--- src/rtl/uart_date_sender.sv ---
// Serialises a BCD timestamp as "YYYY-MM-DD hh:mm:ss\r\n" into a byte-wide UART transmitter,
// one character per load strobe, with a busy-handshake timeout.
module uart_date_sender #(
    parameter int unsigned PAYLOAD_BITS = 8,
    parameter int unsigned BUSY_TIMEOUT = 16
) (
    input  logic                    CLK,
    input  logic                    reset,
    input  logic                    send_req,
    input  logic [15:0]             year_bcd,
    input  logic [7:0]              month_bcd,
    input  logic [7:0]              day_bcd,
    input  logic [7:0]              hour_bcd,
    input  logic [7:0]              min_bcd,
    input  logic [7:0]              sec_bcd,
    input  logic                    uart_tx_busy,
    output logic                    uart_tx_en,
    output logic [PAYLOAD_BITS-1:0] uart_tx_data,
    output logic                    send_busy,
    output logic                    send_done,
    output logic                    send_err
);

    localparam int unsigned TmoW = (BUSY_TIMEOUT > 1) ? $clog2(BUSY_TIMEOUT) : 1;
    localparam logic [TmoW-1:0] TmoLast = TmoW'(BUSY_TIMEOUT - 1);
    localparam logic [4:0] LastIdx = 5'd20;

    typedef enum logic [1:0] {StIdle, StLoad, StWaitBusy, StWaitDone} state_e;

    state_e                  state_q, state_d;
    logic [4:0]              idx_q, idx_d;
    logic [TmoW-1:0]         tmo_q, tmo_d;
    logic [55:0]             snap_q, snap_d;
    logic [PAYLOAD_BITS-1:0] data_q, data_d;
    logic                    en_q, en_d;
    logic                    busy_q, busy_d;
    logic                    done_q, done_d;
    logic                    err_q, err_d;

    function automatic logic [7:0] digit(input logic [3:0] n);
        return (n <= 4'd9) ? (8'h30 | {4'h0, n}) : 8'h3F;
    endfunction

    // snap layout: year[55:40] month[39:32] day[31:24] hour[23:16] min[15:8] sec[7:0]
    function automatic logic [7:0] char_of(input logic [4:0] idx, input logic [55:0] s);
        logic [7:0] c;
        c = 8'h00;
        case (idx)
            5'd0:    c = digit(s[55:52]);
            5'd1:    c = digit(s[51:48]);
            5'd2:    c = digit(s[47:44]);
            5'd3:    c = digit(s[43:40]);
            5'd4:    c = 8'h2D;
            5'd5:    c = digit(s[39:36]);
            5'd6:    c = digit(s[35:32]);
            5'd7:    c = 8'h2D;
            5'd8:    c = digit(s[31:28]);
            5'd9:    c = digit(s[27:24]);
            5'd10:   c = 8'h20;
            5'd11:   c = digit(s[23:20]);
            5'd12:   c = digit(s[19:16]);
            5'd13:   c = 8'h3A;
            5'd14:   c = digit(s[15:12]);
            5'd15:   c = digit(s[11:8]);
            5'd16:   c = 8'h3A;
            5'd17:   c = digit(s[7:4]);
            5'd18:   c = digit(s[3:0]);
            5'd19:   c = 8'h0D;
            5'd20:   c = 8'h0A;
            default: c = 8'h00;
        endcase
        return c;
    endfunction

    always_comb begin
        state_d = state_q;
        idx_d   = idx_q;
        tmo_d   = tmo_q;
        snap_d  = snap_q;
        data_d  = data_q;
        en_d    = 1'b0;
        busy_d  = busy_q;
        done_d  = 1'b0;
        err_d   = 1'b0;

        case (state_q)
            StIdle: begin
                if (send_req) begin
                    snap_d  = {year_bcd, month_bcd, day_bcd, hour_bcd, min_bcd, sec_bcd};
                    idx_d   = 5'd0;
                    busy_d  = 1'b1;
                    state_d = StLoad;
                end
            end
            StLoad: begin
                tmo_d   = '0;
                state_d = StWaitBusy;
            end
            StWaitBusy: begin
                if (uart_tx_busy) begin
                    state_d = StWaitDone;
                end else if (tmo_q == TmoLast) begin
                    err_d   = 1'b1;
                    busy_d  = 1'b0;
                    tmo_d   = '0;
                    state_d = StIdle;
                end else begin
                    tmo_d = tmo_q + 1'b1;
                end
            end
            StWaitDone: begin
                if (!uart_tx_busy) begin
                    if (idx_q == LastIdx) begin
                        done_d  = 1'b1;
                        busy_d  = 1'b0;
                        state_d = StIdle;
                    end else begin
                        idx_d   = idx_q + 5'd1;
                        state_d = StLoad;
                    end
                end
            end
            default: state_d = StIdle;
        endcase

        // Strobe and character are registered on entry so both are valid throughout LOAD.
        if (state_d == StLoad) begin
            en_d   = 1'b1;
            data_d = PAYLOAD_BITS'(char_of(idx_d, snap_d));
        end
    end

    always_ff @(posedge CLK or posedge reset) begin
        if (reset) begin
            state_q <= StIdle;
            idx_q   <= '0;
            tmo_q   <= '0;
            snap_q  <= '0;
            data_q  <= '0;
            en_q    <= 1'b0;
            busy_q  <= 1'b0;
            done_q  <= 1'b0;
            err_q   <= 1'b0;
        end else begin
            state_q <= state_d;
            idx_q   <= idx_d;
            tmo_q   <= tmo_d;
            snap_q  <= snap_d;
            data_q  <= data_d;
            en_q    <= en_d;
            busy_q  <= busy_d;
            done_q  <= done_d;
            err_q   <= err_d;
        end
    end

    assign uart_tx_en   = en_q;
    assign uart_tx_data = data_q;
    assign send_busy    = busy_q;
    assign send_done    = done_q;
    assign send_err     = err_q;

endmodule

--- config.mk ---
export PLATFORM = sky130hd
export DESIGN_NAME = uart_date_sender
export DESIGN_NICKNAME = d
export VERILOG_FILES = /design/src/rtl/uart_date_sender.sv
export SDC_FILE = /design/constraint.sdc
export NUM_CORES = 1
export LEC_CHECK = 0
export CORE_ASPECT_RATIO = 1.1
export CORE_MARGIN = 4
export CORE_UTILIZATION = 50
export CTS_BUF_LIST = sky130_fd_sc_hd__clkbuf_4 sky130_fd_sc_hd__clkbuf_8 sky130_fd_sc_hd__clkbuf_16
export DETAILED_ROUTE_END_ITERATION = 16
export PLACE_DENSITY_LB_ADDON = 0.2
export SETUP_SLACK_MARGIN = 0.4
export SYNTH_ARGS = -nofsm -noshare
export SYNTH_HDL_FRONTEND = slang
export SYNTH_SLANG_ARGS = --single-unit
--- constraint.sdc ---
create_clock -name CLK -period 6.15 [get_ports CLK]
set_clock_uncertainty 0.15 [all_clocks]
set_input_delay 1.23 -clock CLK [delete_from_list [all_inputs] [get_ports CLK]]
set_output_delay 1.23 -clock CLK [all_outputs]
set_load 0.05 [all_outputs]
Word-level counts from Yosys, hierarchy flattened
Cells that the tools add are included.

storage, ports and cells
  flip-flop bits (word level) = 79
  bits in latches = 0
  bits in writable memories = 0
  bits in read-only memories = 0
  input bits = 60
  memories = 0

cells by class
  add/subtract/negate cells = 2
  multiply operators = 0
  divide/modulo/power cells = 0
  order comparisons = 14
  equal/unequal tests = 31
  shift-type cells = 0
  muxes and demuxes = 43
  bitwise operators = 0
  reduce and logical (&&, ||, !) cells = 8

operator list
  cell                                                    number
  one-hot mux 6 bit (19 select lines)                     1
  two-way mux 56 bit                                      2
  two-way mux 4 bit                                       16
  less-or-equal comparator 4 bit (second input constant)  14
  equality test 5 x 4 -> 1 bit (second input constant)    8
  equality test 5 bit (second input constant)             6
  equality test 5 x 3 -> 1 bit (second input constant)    4
  two-way mux 5 bit                                       3
  two-way mux 1 bit                                       13
  equality test 5 x 2 -> 1 bit (second input constant)    2
  != test 2 bit (second input constant)                   5
  one-hot mux 5 bit (2 select lines)                      1
  two-way mux 2 bit                                       4
  one-hot mux 2 bit (4 select lines)                      1
  one-hot mux 4 bit (2 select lines)                      1
  AND reduction 6 bit                                     1
  adder 5 x 1 -> 5 bit (second input constant)            1
  equality test 5 x 1 -> 1 bit (second input constant)    1
  logical NOT 5 bit                                       1
  adder 4 x 1 -> 4 bit (second input constant)            1
  equality test 2 x 1 -> 1 bit (second input constant)    2
  equality test 2 bit (second input constant)             2
  equality test 4 bit (second input constant)             1
  OR reduction 2 bit                                      2
  other kinds (5)                                         5

Longest topological paths before layout
Gate-level depths: netlist of run 1.

  depth in word-level cells = 7
  gate-level depth with buffers = 14

Worst setup path after synthesis of run 1
OpenSTA, ideal clock, no wires.

  kind = input port to flip-flop
  start point = in uart_tx_busy
  end point = reg data_q[2] (netlist: uart_tx_data[2])
  setup time = 143 ps
  arrival = 3,008 ps
  required time = 5,857 ps
  setup slack = 2,849 ps
  cell stages on the path = 9
  cells stage by stage = or4b_1 > mux2_2 > and2_1 > buf_6 > inv_4 > buf_8 > nor3_1 > a2111oi_1 > a31oi_1

on the way
  longest elaborated chain between the ends = 5
  elaborated cells on any way between the ends = 30
  classes of those cells = eq/ne: 21; mux: 6; reduce/logical: 3

RTL lines
  element                                            line  RTL
  start: declaration                                 16    input logic uart_tx_busy,
  two-way mux 5 bit                                  112   if (!uart_tx_busy) begin
  one-hot mux 5 bit (2 select lines)                 86    case (state_q)
  equality test 5 bit, or another cell as far along  48    case (idx)
  OR reduction 2 bit (no line)                       --
  one-hot mux 6 bit (19 select lines)                48
  end signal: assignment                             149   data_q <= data_d;
  end: declaration                                   34    logic [PAYLOAD_BITS-1:0] data_q, data_d;

Parallel ways exist; a longest one is shown, timed or not.
A chain may end at the register's enable or synchronous reset.

Final worst setup path of run 1
  start point = in uart_tx_busy
  end point = reg data_q[3] (netlist: uart_tx_data[3])

Same word-level chain as after synthesis.

==> flow_summary.ini, run 1 <==
[layout]
layout_commonest_cell = nand2_1
register_area_um2 = 1930
fin_area_um2 = 5570
layout_common_cells = nand2_1 (87), dfrtp_1 (77), clkdlybuf4s50_1 (69)
final_nets = 657
syn_to_final_growth_pct = 18.5
fin_cells = 709
final_core_util_pct = 61.8
drive_gt1_share_pct = 6.72
nFillCells = 807
multi_input_area_um2 = 2400
n_antenna_cell = 0

[synthesis]
synth_top_cell_area_share_pct = 41.0
async_flop_share_pct = 100
syn_avg_cell_area_um2 = 8.73
synthTopCellsByArea = dfrtp_1 (41%), mux2i_1 (7.5%), nand2_1 (7.0%), nor3_1 (3.5%), inv_1 (3.4%)
syn_area_um2 = 4700
synth.distinct_cells = 60
synth-seq-cells = 77
synth-edff-count = 0
ys_seq_area_share_pct = 41.0
synth_top_area_cell = dfrtp_1
synthFlopType = dfrtp_1
yosysWarnings = 0
synth_cells = 538

[clock_tree]
cts_sinks = 77
clock_path_buffers = 2
clk_pin_slew_ns = 0.08
post_cts_resize_count = 0
cts_tree = yes
ctsHoldBuffers = 0
ctsHtreeMaxLevel = 3
cts_buffers = 9
root_buffer = clkbuf_8
post_cts_buffers = 0
clkLatencyLatePin_ns = 0.36

[pwr]
leakage_nw = 2.40
p_per_area_nw_per_um2 = 458
irDropWorstVdd_mv = 0.254

[floorplanning]
design.die.area_um2 = 11000
fp.dieW_um = 100
pin_count = 72
initial_core_util_pct = 52.2
core_um2 = 9010
die_h_um = 110
placement_rows = 36

[detailed_routing]
wl_met2_um = 6300
dr.first_iter.drc_count = 273
first_pass_iters = 6
vias = 4251
highest_layer = met4
routed_wl_um = 12900
antenna_left = 0
viasPerCell = 6.00
wl_met1_um = 5490
wl_met3_um = 765
routedWlPerCell_um = 18.2
drc = 0

[sta]
setup_viol = 0
rsz0062_at_grt = false
finalCritPeriodShare_pct = 74.4
worst_pin_slew_ns = 0.991
slew_violations = 0
fin_hold_ws_ns = 0.319
setup_tns_ns = 0
min_period_ns = 4.58
max_freq_mhz = 218
hold_viol_final = 0
timing.slew.headroom_pct = 33.9

[placement]
gp_congestion = 0.947
numPortBuffers = 69
dp_cells = 693
place_hpwl_um = 9540
placed_area_um2 = 5370

[min_path]
hold_class = reg -> reg

[worst_setup_path]
critical_path.endpoint_type = flip-flop
critPathLaunchType = input port
cp_max_fo = 16
crit_required_ns = 6.27
critPathKind = in -> reg
worst-endpoint-arrival_ns = 4.70

[job]
max-cap-violations = 0

[status]
status = finished clean

[global_routing]
grt_antenna_before_repair = 0
grt_overflow = 0
grt_pass1_vias = 4311
grt_max_degree = 80
grt_first_pass_wirelength_um = 21200
track_usage_pct = 24.6
[cell type report]
class,count,area share [%]
Clock buffer,11,2.61
Clock inverter,5,0.899
Inverter,46,3.15
Multi-Input combinational cell,382,43.1
Sequential cell,77,34.6
Tap cell,114,2.56
Timing Repair Buffer,74,13.1
[flip-flops by register name, indices dropped and copies added, names as in the netlist]
name and cells:
snap_q 56, uart_tx_data 6, send_done 1, send_busy 1
state_q 2, send_err 1, tmo_q 4, uart_tx_en 1
idx_q 5
[worst paths after layout]
kind	startpoint	end	slack, ns	cells after the start
setup / recovery	uart_tx_busy	uart_tx_data[3]	1.57	9
setup reg to reg	state_q[0]	uart_tx_data[3]	2.49	10
hold / removal	snap_q[24]	snap_q[24]	0.32	2
max in group asynchronous	reset	uart_tx_data[3]	3.67	3
min in group asynchronous	reset	snap_q[24]	1.12	2
hold reg to reg	snap_q[24]	snap_q[24]	0.32	2
[metal layers]
layer  vias up  track usage [%]
li1       2025                -
met1      2028             31.4
met2       163             41.9
met3        35             3.68
met4         0             10.1
met5         -                0
[cells by family after synthesis]
logic type / Yosys count / share of synthesized area (%)
other: 1 / 0.0798
adder cells (fa/ha/maj): 7 / 1.86
AND/OR/NAND/NOR: 200 / 20.6
XOR/XNOR: 3 / 0.559
AO/OA/AOI/OAI: 126 / 18.2
multiplexers: 44 / 9.61
buffers and inverters: 80 / 8.07
flip-flops: 77 / 41.0
[through the flow]
step	setup slack [ns]	power [W]
6_report	1.57	0.00255
5_1_grt	1.34	0.00274
4_1_cts	1.69	0.00255
3_5_place_dp	1.31	0.00216
3_3_place_gp	1.37	0.00212
2_1_floorplan	2.80	0.00180
[critical path, cell delays in order]
cell and delay, ns:
clkdlybuf4s50_1 0.79, and4b_1 0.27, a41oi_1 0.23, a31o_1 0.52, clkinv_1 0.44, buf_4 0.32, o21ai_0 0.55, mux2i_1 0.16
a31oi_1 0.18
[synth_stat cells (3+ instances only)]
cell	count
mux2i_1	35
o211ai_1	3
and3_1	5
buf_6	3
nand2b_1	5
and2_1	5
nor2b_1	5
inv_1	42
o32ai_1	4
o311ai_0	7
a311oi_1	4
a211oi_1	18
nand2_1	87
nor2_1	18
nor4_1	11
buf_4	7
o21ai_0	25
a21oi_1	28
nor3_1	33
mux2_2	9
clkbuf_1	10
o21a_1	3
ha_1	7
o22ai_1	4
o31ai_1	5
dfrtp_1	77
nand3_1	19
a31oi_1	6
buf_2	13
[power by group]
part | leakage (nW) | total (W) | internal, W | switching, W
registers | 0.943 | 0.000848 | 0.000729 | 0.000120
clock network | 0.106 | 0.000388 | 0.000200 | 0.000188
logic | 1.35 | 0.00131 | 0.000482 | 0.000829
total | 2.40 | 0.00255 | 0.00141 | 0.00114
No activity file was read; power rests on OpenSTA's default activity.
==> run 2: changes to the inputs <==
==> constraint.sdc (replaced) <==
create_clock -name CLK -period 4.71 [get_ports CLK]
set_clock_uncertainty 0.15 [all_clocks]
set_input_delay 0.942 -clock CLK [delete_from_list [all_inputs] [get_ports CLK]]
set_output_delay 0.942 -clock CLK [all_outputs]
set_load 0.05 [all_outputs]
==> flow_summary.ini, run 2 (synthesized netlist as in run 1, its figures left out) <==
[clock_tree]
post_cts_resize_count = 0
clk_pin_slew_ns = 0.07
ctsHtreeMaxLevel = 3
root_buffer = clkbuf_8
ctsHoldBuffers = 0
cts_sinks = 77
post_cts_buffers = 0
clock_path_buffers = 2
cts_buffers = 9
clkLatencyLatePin_ns = 0.35
cts_tree = yes

[sta]
max_freq_mhz = 268
min_period_ns = 3.73
setup_viol = 0
timing.slew.headroom_pct = 34.3
rsz0062_at_grt = false
hold_viol_final = 0
worst_pin_slew_ns = 0.985
finalCritPeriodShare_pct = 79.2
slew_violations = 0
fin_hold_ws_ns = 0.321
setup_tns_ns = 0

[layout]
drive_gt1_share_pct = 8.42
syn_to_final_growth_pct = 21.1
n_antenna_cell = 0
layout_common_cells = nand2_1 (87), dfrtp_1 (77), clkdlybuf4s50_1 (69)
max_flop_register = snap_q
largest_reg_flops = 56
final_core_util_pct = 63.1
final_nets = 668
layout_commonest_cell = nand2_1
fin_area_um2 = 5690

[detailed_routing]
routedWlPerCell_um = 18.4
routed_wl_um = 13300
viasPerCell = 5.98
first_pass_iters = 6
antenna_left = 0
drc = 0
vias = 4309
dr.first_iter.drc_count = 272

[placement]
numPortBuffers = 69
gp_congestion = 0.897
placed_area_um2 = 5450
place_hpwl_um = 9790

[worst_setup_path]
crit_required_ns = 4.77
worst-endpoint-arrival_ns = 3.79
path_cells = clkdlybuf4s50_1 -> and2_4 -> buf_4 -> mux2i_1 -> o21ai_0 -> nand3_1 -> a21oi_1 -> a2111oi_0 -> a31oi_1
cp_max_fo = 52
critPathLaunchType = input port
critPathKind = in -> reg
r2r_slack_ns = 1.15
crit_slowest_cell = and2_4
max_stage_delay_ns = 0.57
critical_path.endpoint_type = flip-flop

[pwr]
p_int_w = 0.00193
leakage_nw = 2.46
p_sw_w = 0.00147
seqPwrFrac_pct = 32.6
irDropWorstVdd_mv = 0.326
p_clk_share_pct = 17.1
p_per_area_nw_per_um2 = 598
pwr-share-comb_pct = 50.2
sw_frac_of_total_pct = 43.2

[floorplanning]
core_um2 = 9010
pin_count = 72
initial_core_util_pct = 52.2
die_h_um = 110
fp.dieW_um = 100
placement_rows = 36
design.die.area_um2 = 11000

[global_routing]
grt_overflow = 0
grt_first_pass_wirelength_um = 21700
grt_max_degree = 78
grt_antenna_before_repair = 0
grt_pass1_vias = 4356
track_usage_pct = 25.1

[status]
status = finished clean

[min_path]
hold_class = reg -> reg

[job]
max-cap-violations = 0
==> run 2: critical path: cells and delay by family <==
family	cells	cell delay (ns)
multiplexers	1	0.43
AND/OR/NAND/NOR	2	0.70
AO/OA/AOI/OAI	4	0.81
buffers and inverters	2	0.85
==> run 2: layer usage <==
| layer | up-vias | track usage (%) | part of all wire [%] |
|---|---|---|---|
| li1 | 2054 | - | - |
| met1 | 2075 | 32.7 | 44 |
| met2 | 153 | 42.0 | 48 |
| met3 | 27 | 4.44 | 5.8 |
| met4 | 0 | 8.57 | 2.6 |
| met5 | - | 0 | 0 |
==> run 2: power groups by stage <==
stage	logic (W)	clock network (W)	registers, W
after floorplan	0.00118	0	0.00117
after global placement	0.00166	0	0.00110
after detailed placement	0.00170	0	0.00112
after CTS	0.00171	0.000596	0.00111
after global routing	0.00189	0.000629	0.00114
final	0.00171	0.000582	0.00111
==> run 2: through the flow <==
| stage | worst slack (ns) | power (W) | std cells |
|---|---|---|---|
| 5_1_grt | 0.846 | 0.00366 | 720 |
| 6_report | 0.979 | 0.00340 | 720 |
| 2_1_floorplan | 1.65 | 0.00235 | 539 |
| 3_3_place_gp | 0.757 | 0.00277 | 704 |
| 3_5_place_dp | 0.693 | 0.00282 | 704 |
| 4_1_cts | 1.04 | 0.00341 | 720 |
==> run 2: worst paths after layout <==
path,endpoint,cells after the start,start
hold / removal,snap_q[44],2,snap_q[44]
hold reg to reg,snap_q[44],2,snap_q[44]
min in group asynchronous,snap_q[24],3,reset
setup / recovery,uart_tx_data[2],9,send_req
setup reg to reg,uart_tx_data[2],10,state_q[0]
max in group asynchronous,snap_q[54],3,reset
==> run 2: layout make-up <==
type / instances / area, um2
Clock inverter: 3 / 67.6
Tap cell: 114 / 143
Sequential cell: 77 / 1930
Fill cell: 767 / 3320
Inverter: 46 / 175
Timing Repair Buffer: 85 / 811
Multi-Input combinational cell: 382 / 2400
Clock buffer: 13 / 166
